==> src/rtl/mm_host_pkg.sv <==
// Shared types and defaults for the word-to-byte host bus master.
// Byte address = word address with the byte-lane bit appended as the LSB.
package mm_host_pkg;

  localparam int DEF_DATA_WIDTH    = 8;
  localparam int DEF_ADDRESS_WIDTH = 23;
  localparam int DEF_CORE_WIDTH    = 16;
  localparam int DEF_LEN_WIDTH     = 8;
  localparam int DEF_READ_LATENCY  = 1;

  typedef enum logic [2:0] {
    S_IDLE,
    S_WR_WAIT,
    S_WR_LO,
    S_WR_HI,
    S_RD_LO,
    S_RD_HI,
    S_RD_OUT,
    S_DONE
  } state_t;

  // Callers truncate the result to their own byte-address width.
  function automatic logic [31:0] byte_addr(input logic [31:0] word_addr, input logic lane);
    return (word_addr << 1) | 32'(lane);
  endfunction

endpackage

==> src/rtl/mm_lat_counter.sv <==
// Read-latency down-counter: expires LATENCY cycles after i_en rises, then reloads.
// Holds the load value while disabled, so every read phase starts with a full count.
module mm_lat_counter #(
  parameter int LATENCY = 1
) (
  input  logic clk,
  input  logic reset,
  input  logic i_en,
  output logic o_expired
);

  localparam int CW = (LATENCY < 1) ? 1 : $clog2(LATENCY + 1);
  localparam logic [CW-1:0] LOAD_VAL = CW'(LATENCY);
  localparam logic [CW-1:0] CNT_ONE  = CW'(1);

  logic [CW-1:0] r_cnt;

  assign o_expired = i_en && (r_cnt == '0);

  always_ff @(posedge clk) begin
    if (reset) begin
      r_cnt <= LOAD_VAL;
    end else if (!i_en || o_expired) begin
      r_cnt <= LOAD_VAL;
    end else begin
      r_cnt <= r_cnt - CNT_ONE;
    end
  end

endmodule

==> src/rtl/mm_host_master.sv <==
// Word-burst host master: each 16-bit word becomes two byte cycles (LS at even, MS at odd address).
// Write word takes 3 cycles (WAIT/LO/HI), read byte READ_LATENCY+1 cycles; rd_valid holds until rd_ready.
module mm_host_master
  import mm_host_pkg::*;
#(
  parameter int DATA_WIDTH    = DEF_DATA_WIDTH,
  parameter int ADDRESS_WIDTH = DEF_ADDRESS_WIDTH,
  parameter int CORE_WIDTH    = DEF_CORE_WIDTH,
  parameter int LEN_WIDTH     = DEF_LEN_WIDTH,
  parameter int READ_LATENCY  = DEF_READ_LATENCY
) (
  input  logic                     clk,
  input  logic                     reset,
  input  logic                     cmd_valid,
  output logic                     cmd_ready,
  input  logic                     cmd_write,
  input  logic [ADDRESS_WIDTH-2:0] cmd_addr,
  input  logic [LEN_WIDTH-1:0]     cmd_len,
  input  logic [CORE_WIDTH-1:0]    wr_data,
  input  logic                     wr_valid,
  output logic                     wr_ready,
  output logic [CORE_WIDTH-1:0]    rd_data,
  output logic                     rd_valid,
  input  logic                     rd_ready,
  output logic [ADDRESS_WIDTH-1:0] bus_address,
  output logic [DATA_WIDTH-1:0]    bus_data_out,
  output logic                     bus_data_oe,
  input  logic [DATA_WIDTH-1:0]    bus_data_in,
  output logic                     bus_wren,
  output logic                     busy,
  output logic                     done
);

  localparam logic [ADDRESS_WIDTH-2:0] WORD_ONE = (ADDRESS_WIDTH-1)'(1);
  localparam logic [LEN_WIDTH-1:0]     LEN_ONE  = LEN_WIDTH'(1);

  state_t                   r_state;
  state_t                   w_next;
  logic [ADDRESS_WIDTH-2:0] r_word;
  logic [LEN_WIDTH-1:0]     r_count;
  logic [CORE_WIDTH-1:0]    r_wdata;
  logic [CORE_WIDTH-1:0]    r_rdata;
  logic [ADDRESS_WIDTH-1:0] w_addr_lo;
  logic [ADDRESS_WIDTH-1:0] w_addr_hi;
  logic                     w_last;
  logic                     w_rd_active;
  logic                     w_lat_expired;

  assign w_addr_lo   = ADDRESS_WIDTH'(byte_addr(32'(r_word), 1'b0));
  assign w_addr_hi   = ADDRESS_WIDTH'(byte_addr(32'(r_word), 1'b1));
  assign w_last      = (r_count == LEN_ONE);
  assign w_rd_active = (r_state == S_RD_LO) || (r_state == S_RD_HI);
  assign rd_data     = r_rdata;

  mm_lat_counter #(
    .LATENCY(READ_LATENCY)
  ) u_lat (
    .clk      (clk),
    .reset    (reset),
    .i_en     (w_rd_active),
    .o_expired(w_lat_expired)
  );

  always_ff @(posedge clk) begin
    if (reset) begin
      r_state <= S_IDLE;
    end else begin
      r_state <= w_next;
    end
  end

  always_comb begin
    w_next       = r_state;
    cmd_ready    = 1'b0;
    wr_ready     = 1'b0;
    rd_valid     = 1'b0;
    bus_address  = '0;
    bus_data_out = '0;
    bus_data_oe  = 1'b0;
    bus_wren     = 1'b0;
    busy         = (r_state != S_IDLE);
    done         = 1'b0;
    case (r_state)
      S_IDLE: begin
        cmd_ready = !reset;
        if (cmd_valid) begin
          if (cmd_len == '0) w_next = S_DONE;
          else if (cmd_write) w_next = S_WR_WAIT;
          else w_next = S_RD_LO;
        end
      end
      S_WR_WAIT: begin
        wr_ready = 1'b1;
        if (wr_valid) w_next = S_WR_LO;
      end
      S_WR_LO: begin
        bus_address  = w_addr_lo;
        bus_data_out = r_wdata[DATA_WIDTH-1:0];
        bus_data_oe  = 1'b1;
        bus_wren     = 1'b1;
        w_next       = S_WR_HI;
      end
      S_WR_HI: begin
        bus_address  = w_addr_hi;
        bus_data_out = r_wdata[CORE_WIDTH-1:DATA_WIDTH];
        bus_data_oe  = 1'b1;
        bus_wren     = 1'b1;
        w_next       = w_last ? S_DONE : S_WR_WAIT;
      end
      S_RD_LO: begin
        bus_address = w_addr_lo;
        if (w_lat_expired) w_next = S_RD_HI;
      end
      S_RD_HI: begin
        bus_address = w_addr_hi;
        if (w_lat_expired) w_next = S_RD_OUT;
      end
      S_RD_OUT: begin
        rd_valid = 1'b1;
        if (rd_ready) w_next = w_last ? S_DONE : S_RD_LO;
      end
      S_DONE: begin
        // Forced turnaround: no command accepted, bus released.
        done   = 1'b1;
        w_next = S_IDLE;
      end
      default: w_next = S_IDLE;
    endcase
  end

  always_ff @(posedge clk) begin
    if (reset) begin
      r_word  <= '0;
      r_count <= '0;
      r_wdata <= '0;
      r_rdata <= '0;
    end else begin
      case (r_state)
        S_IDLE: begin
          if (cmd_valid) begin
            r_word  <= cmd_addr;
            r_count <= cmd_len;
          end
        end
        S_WR_WAIT: begin
          if (wr_valid) r_wdata <= wr_data;
        end
        S_WR_HI: begin
          r_count <= r_count - LEN_ONE;
          r_word  <= r_word + WORD_ONE;
        end
        S_RD_LO: begin
          if (w_lat_expired) r_rdata[DATA_WIDTH-1:0] <= bus_data_in;
        end
        S_RD_HI: begin
          if (w_lat_expired) r_rdata[CORE_WIDTH-1:DATA_WIDTH] <= bus_data_in;
        end
        S_RD_OUT: begin
          if (rd_ready) begin
            r_count <= r_count - LEN_ONE;
            r_word  <= r_word + WORD_ONE;
          end
        end
        default: ;
      endcase
    end
  end

endmodule

==> config.mk <==
export PLATFORM = sky130hd
export DESIGN_NAME = mm_host_master
export DESIGN_NICKNAME = d
export VERILOG_FILES = /design/src/rtl/mm_host_pkg.sv /design/src/rtl/mm_lat_counter.sv /design/src/rtl/mm_host_master.sv
export SDC_FILE = /design/constraint.sdc
export NUM_CORES = 1
export LEC_CHECK = 0
export BUFFER_PORTS_ARGS = -buffer_cell sky130_fd_sc_hd__buf_2
export CAP_MARGIN = 25
export CELL_PAD_IN_SITES_DETAIL_PLACEMENT = 0
export CELL_PAD_IN_SITES_GLOBAL_PLACEMENT = 1
export CORE_ASPECT_RATIO = 1.4
export CORE_MARGIN = 4
export CORE_UTILIZATION = 37
export CTS_CLUSTER_DIAMETER = 100
export DETAILED_ROUTE_END_ITERATION = 7
export PLACE_DENSITY = 0.87
export SYNTH_ARGS = -nofsm -noshare
export SYNTH_HDL_FRONTEND = slang
export SYNTH_HIERARCHICAL = 1
export SYNTH_SLANG_ARGS = --single-unit
==> constraint.sdc <==
create_clock -name clk -period 2.27 [get_ports clk]
set_clock_uncertainty 0.15 [all_clocks]
set_input_delay 0.227 -clock clk [delete_from_list [all_inputs] [get_ports clk]]
set_output_delay 0.227 -clock clk [all_outputs]
set_load 0.02 [all_outputs]
==> results.md <==
* FF-to-FF setup slack at about 0.12 ns
* Most frequent cell after synthesis: nand2_1
* DRC at 0
* RSZ-0062 raised after global routing: false
* Area of the multi-input gates at 0.00215 mm²
* Dpl cell area at 0.00442 mm²
* # Post-CTS Setup Buffers at 0
* Worst hold stages at 3
* CTS root buffer: clkbuf_16
* Setup total negative slack at 0 ns
* Global-route wire length before repair at roughly 18000 µm
* # rows at 42
* Initial antenna violation count at 0
* CP startpoint kind: flip-flop
* Post-DP HPWL at 7840 µm
* FF-to-FF path depth at 6
* Overflow after GRT at 0
* Final core utilization at 51.6%
* Final setup margin at 0.124 ns
* Final WL at about 11000 µm
* Antenna Cells at 0
* Netlist cell types at between 60 and 70
* Die Span Y at 126 µm
* Crit share post-route at around 95%
* Crit path time final at ~2.1 ns
* CTS Buf Count at 9
* CTS tree: done
* RR Endpoint: r_word[16]
* Fmax at 466 MHz
* DIE AREA at 0.0117 mm²
* #FFs+latches synth at 66
* Maxcap violations at 0
* Arr. time, crit path at 2.25 ns
* Core area at approximately 0.0096 mm²
* Worst hold endpoint: r_word[1]
* Total GRT Usage at a little under a fifth
* Routed vias at 3924
* Delay-heaviest family, CP: simple AND/OR/NAND/NOR gates
* Post-synthesis instance total at 478
* Post-synth EDFFs at 0
* Status: complete, no violations
* Starting Density at about two fifths
* Slew @ Worst Pin at between 0.6 and 0.7 ns
* Setup Crit Path Kind: flip-flop to flip-flop
* Buffers on Ports at 113
* Top post-synthesis cells by count: 75 x nand2_1, 66 x dfxtp_1, 51 x a21oi_1, 42 x nor2_1, 23 x nand3_1
* Final setup viols at 0
* Vias in the first global route at 3815
* Final Hold Viols at 0
* FILL cells at 940
* DR vias/cell at approximately 5.2
* Wirelength per Cell at 14.7 µm
* Pwr dens at 1000 mW/mm²
* Slowest CP cell: dfxtp_1
* Largest net degree at the start of global routing at 56
* Yosys Warn Count at 6
* Routability cong. at 0.861
* Leak pwr at 2.08 nW
* Nets@finish at 678
* Area growth syn-to-layout at 34.0%
* Final std cells w/o fill at between 700 and 800
* Worst hold path type: primary input to flip-flop
* Die width at 92.5 µm
* Syn nets at around 540
* Min-delay src: cmd_addr[1]
* Post-Syn Area per Cell at 7.75 µm²
* Critical Path Sink Type: flip-flop
* Crit path max fanout at 6
* WP buf/inv at 0
* Peak supply drop at 0.000605 V
* R2R Path Start: r_word[0]
* H-Tree Depth at 3
* DRT antenna net count at 0
* Slew HR at a little under 60%
* Final Max Slew Viols at 0
* Share of layout cells above drive strength 1 at 27.7%
* Overall Power at 4.97 mW
* Clk_lat worst skew at 0.34 ns
* Post-synth top area cell: dfxtp_1
* Worst endpoint required time at 2.38 ns
* Synth top area share at 35.7%
* Seq/Total Area, Yosys at 35.7%
* Placed Cells at 711
* Worst slack, placed at 0.144 ns
* Storage cell area at 0.00132 mm²
* Min Hold Slack at around 0.012 ns
* Synth area leaders: dfxtp_1 36%, nand2_1 7.6%, a21oi_1 6.9%
* Number of DRC markers in iteration 0 at between 150 and 200
* 1st-pass router iterations at 4
* Critical Path, Cell by Cell: ha_1 > nand3_2 > nor4_4 > nand3_1 > or4_1 > a31oi_1
* Dominant synthesized flop cell: dfxtp_1
* Clock Pin Slew Worst Setup and Hold Paths at 0.06 ns
* Ports at about 110
* Ys async rst share at 0%
* Finished layout cell area at 0.00496 mm²
* Sink Count at 66
* Synthesized cell area at 0.00370 mm²
* Crit-path max cell delay at 0.41 ns
* CTS Buffer Depth at 2
layout by cell type, fill, tap and decap left out, types with 6 or more instances in the layout:
cell,n
dfxtp_1,64
and2_1,19
a31oi_1,6
a21oi_1,51
o211ai_1,6
buf_2,113
nor2_1,42
clkbuf_16,9
buf_4,18
nand2b_1,7
o21ai_0,21
inv_1,9
dlygate4sd3_1,25
mux2i_1,18
nor3_1,12
nand2_1,74
nand3_1,23
logic make-up (layout without fill, tap and decap cells):
kind of cell / after synthesis / count (layout) / synth area share [%]
and+or+nand+nor: 220 / 220 / 30.5
AOI/OAI and AO/OA: 126 / 126 / 21.2
DFF: 66 / 66 / 35.7
buffers and inverters: 44 / 186 / 6.25
muxes: 18 / 18 / 4.87
adders and majority gates: 3 / 3 / 1.01
xor gates and xnor gates: 1 / 1 / 0.439
flip-flops by register name (all words and copies together), names as in the netlist:
register	flops
rd_data	16
r_state	3
u_lat/r_cnt	1
r_count	8
r_wdata	16
r_word	22
power by group:
group	internal, mW	switching (mW)	total (mW)
clock network	0.757	0.564	1.32
logic	0.778	1.21	1.98
registers	1.38	0.283	1.66
total	2.91	2.05	4.97
cell type report:
| class | instances | area share, % |
|---|---|---|
| multi-input cells | 368 | 43.4 |
| flip-flops and latches | 66 | 26.7 |
| repair buffers | 158 | 20.0 |
| clock buffers | 9 | 4.54 |
| well taps | 132 | 3.33 |
| clock inverters | 7 | 1.19 |
| inverters | 12 | 0.908 |
repair_timing:
action	in CTS	in global routing
hold buffers	25	0
hold endpoints to repair	31	0
setup endpoints to repair	20	20
resized for setup	2	1
worst register-to-register path, stage by stage (launching register included):
cell	delay, ns
dfxtp_1	0.41
ha_1	0.23
nand3_2	0.17
nor4_4	0.40
nand3_1	0.14
or4_1	0.40
a31oi_1	0.18
metal layers:
| layer | share of wire [%] | routed length [µm] | up-vias | track usage [%] |
|---|---|---|---|---|
| li1 | - | - | 1975 | - |
| met4 | 1.8 | 200 | 0 | 8.05 |
| met1 | 41 | 4520 | 1789 | 21.7 |
| met3 | 7.5 | 828 | 15 | 4.86 |
| met2 | 50 | 5520 | 145 | 32.6 |
| met5 | 0 | 0 | - | 0 |
worst max-delay path by stage:
stage	to	slack, ns	from	cells after the start
floorplan	r_word[16]	0.33	r_word[0]	6
global placement	r_state[0]	0.20	r_state[1]	7
detailed placement	bus_address[5]	0.14	r_state[1]	6
CTS	bus_address[5]	0.03	r_state[2]	5
global route	r_word[16]	0.004	r_word[0]	6
finish	r_word[16]	0.12	r_word[0]	6
Power figures use the tool's default switching activity.
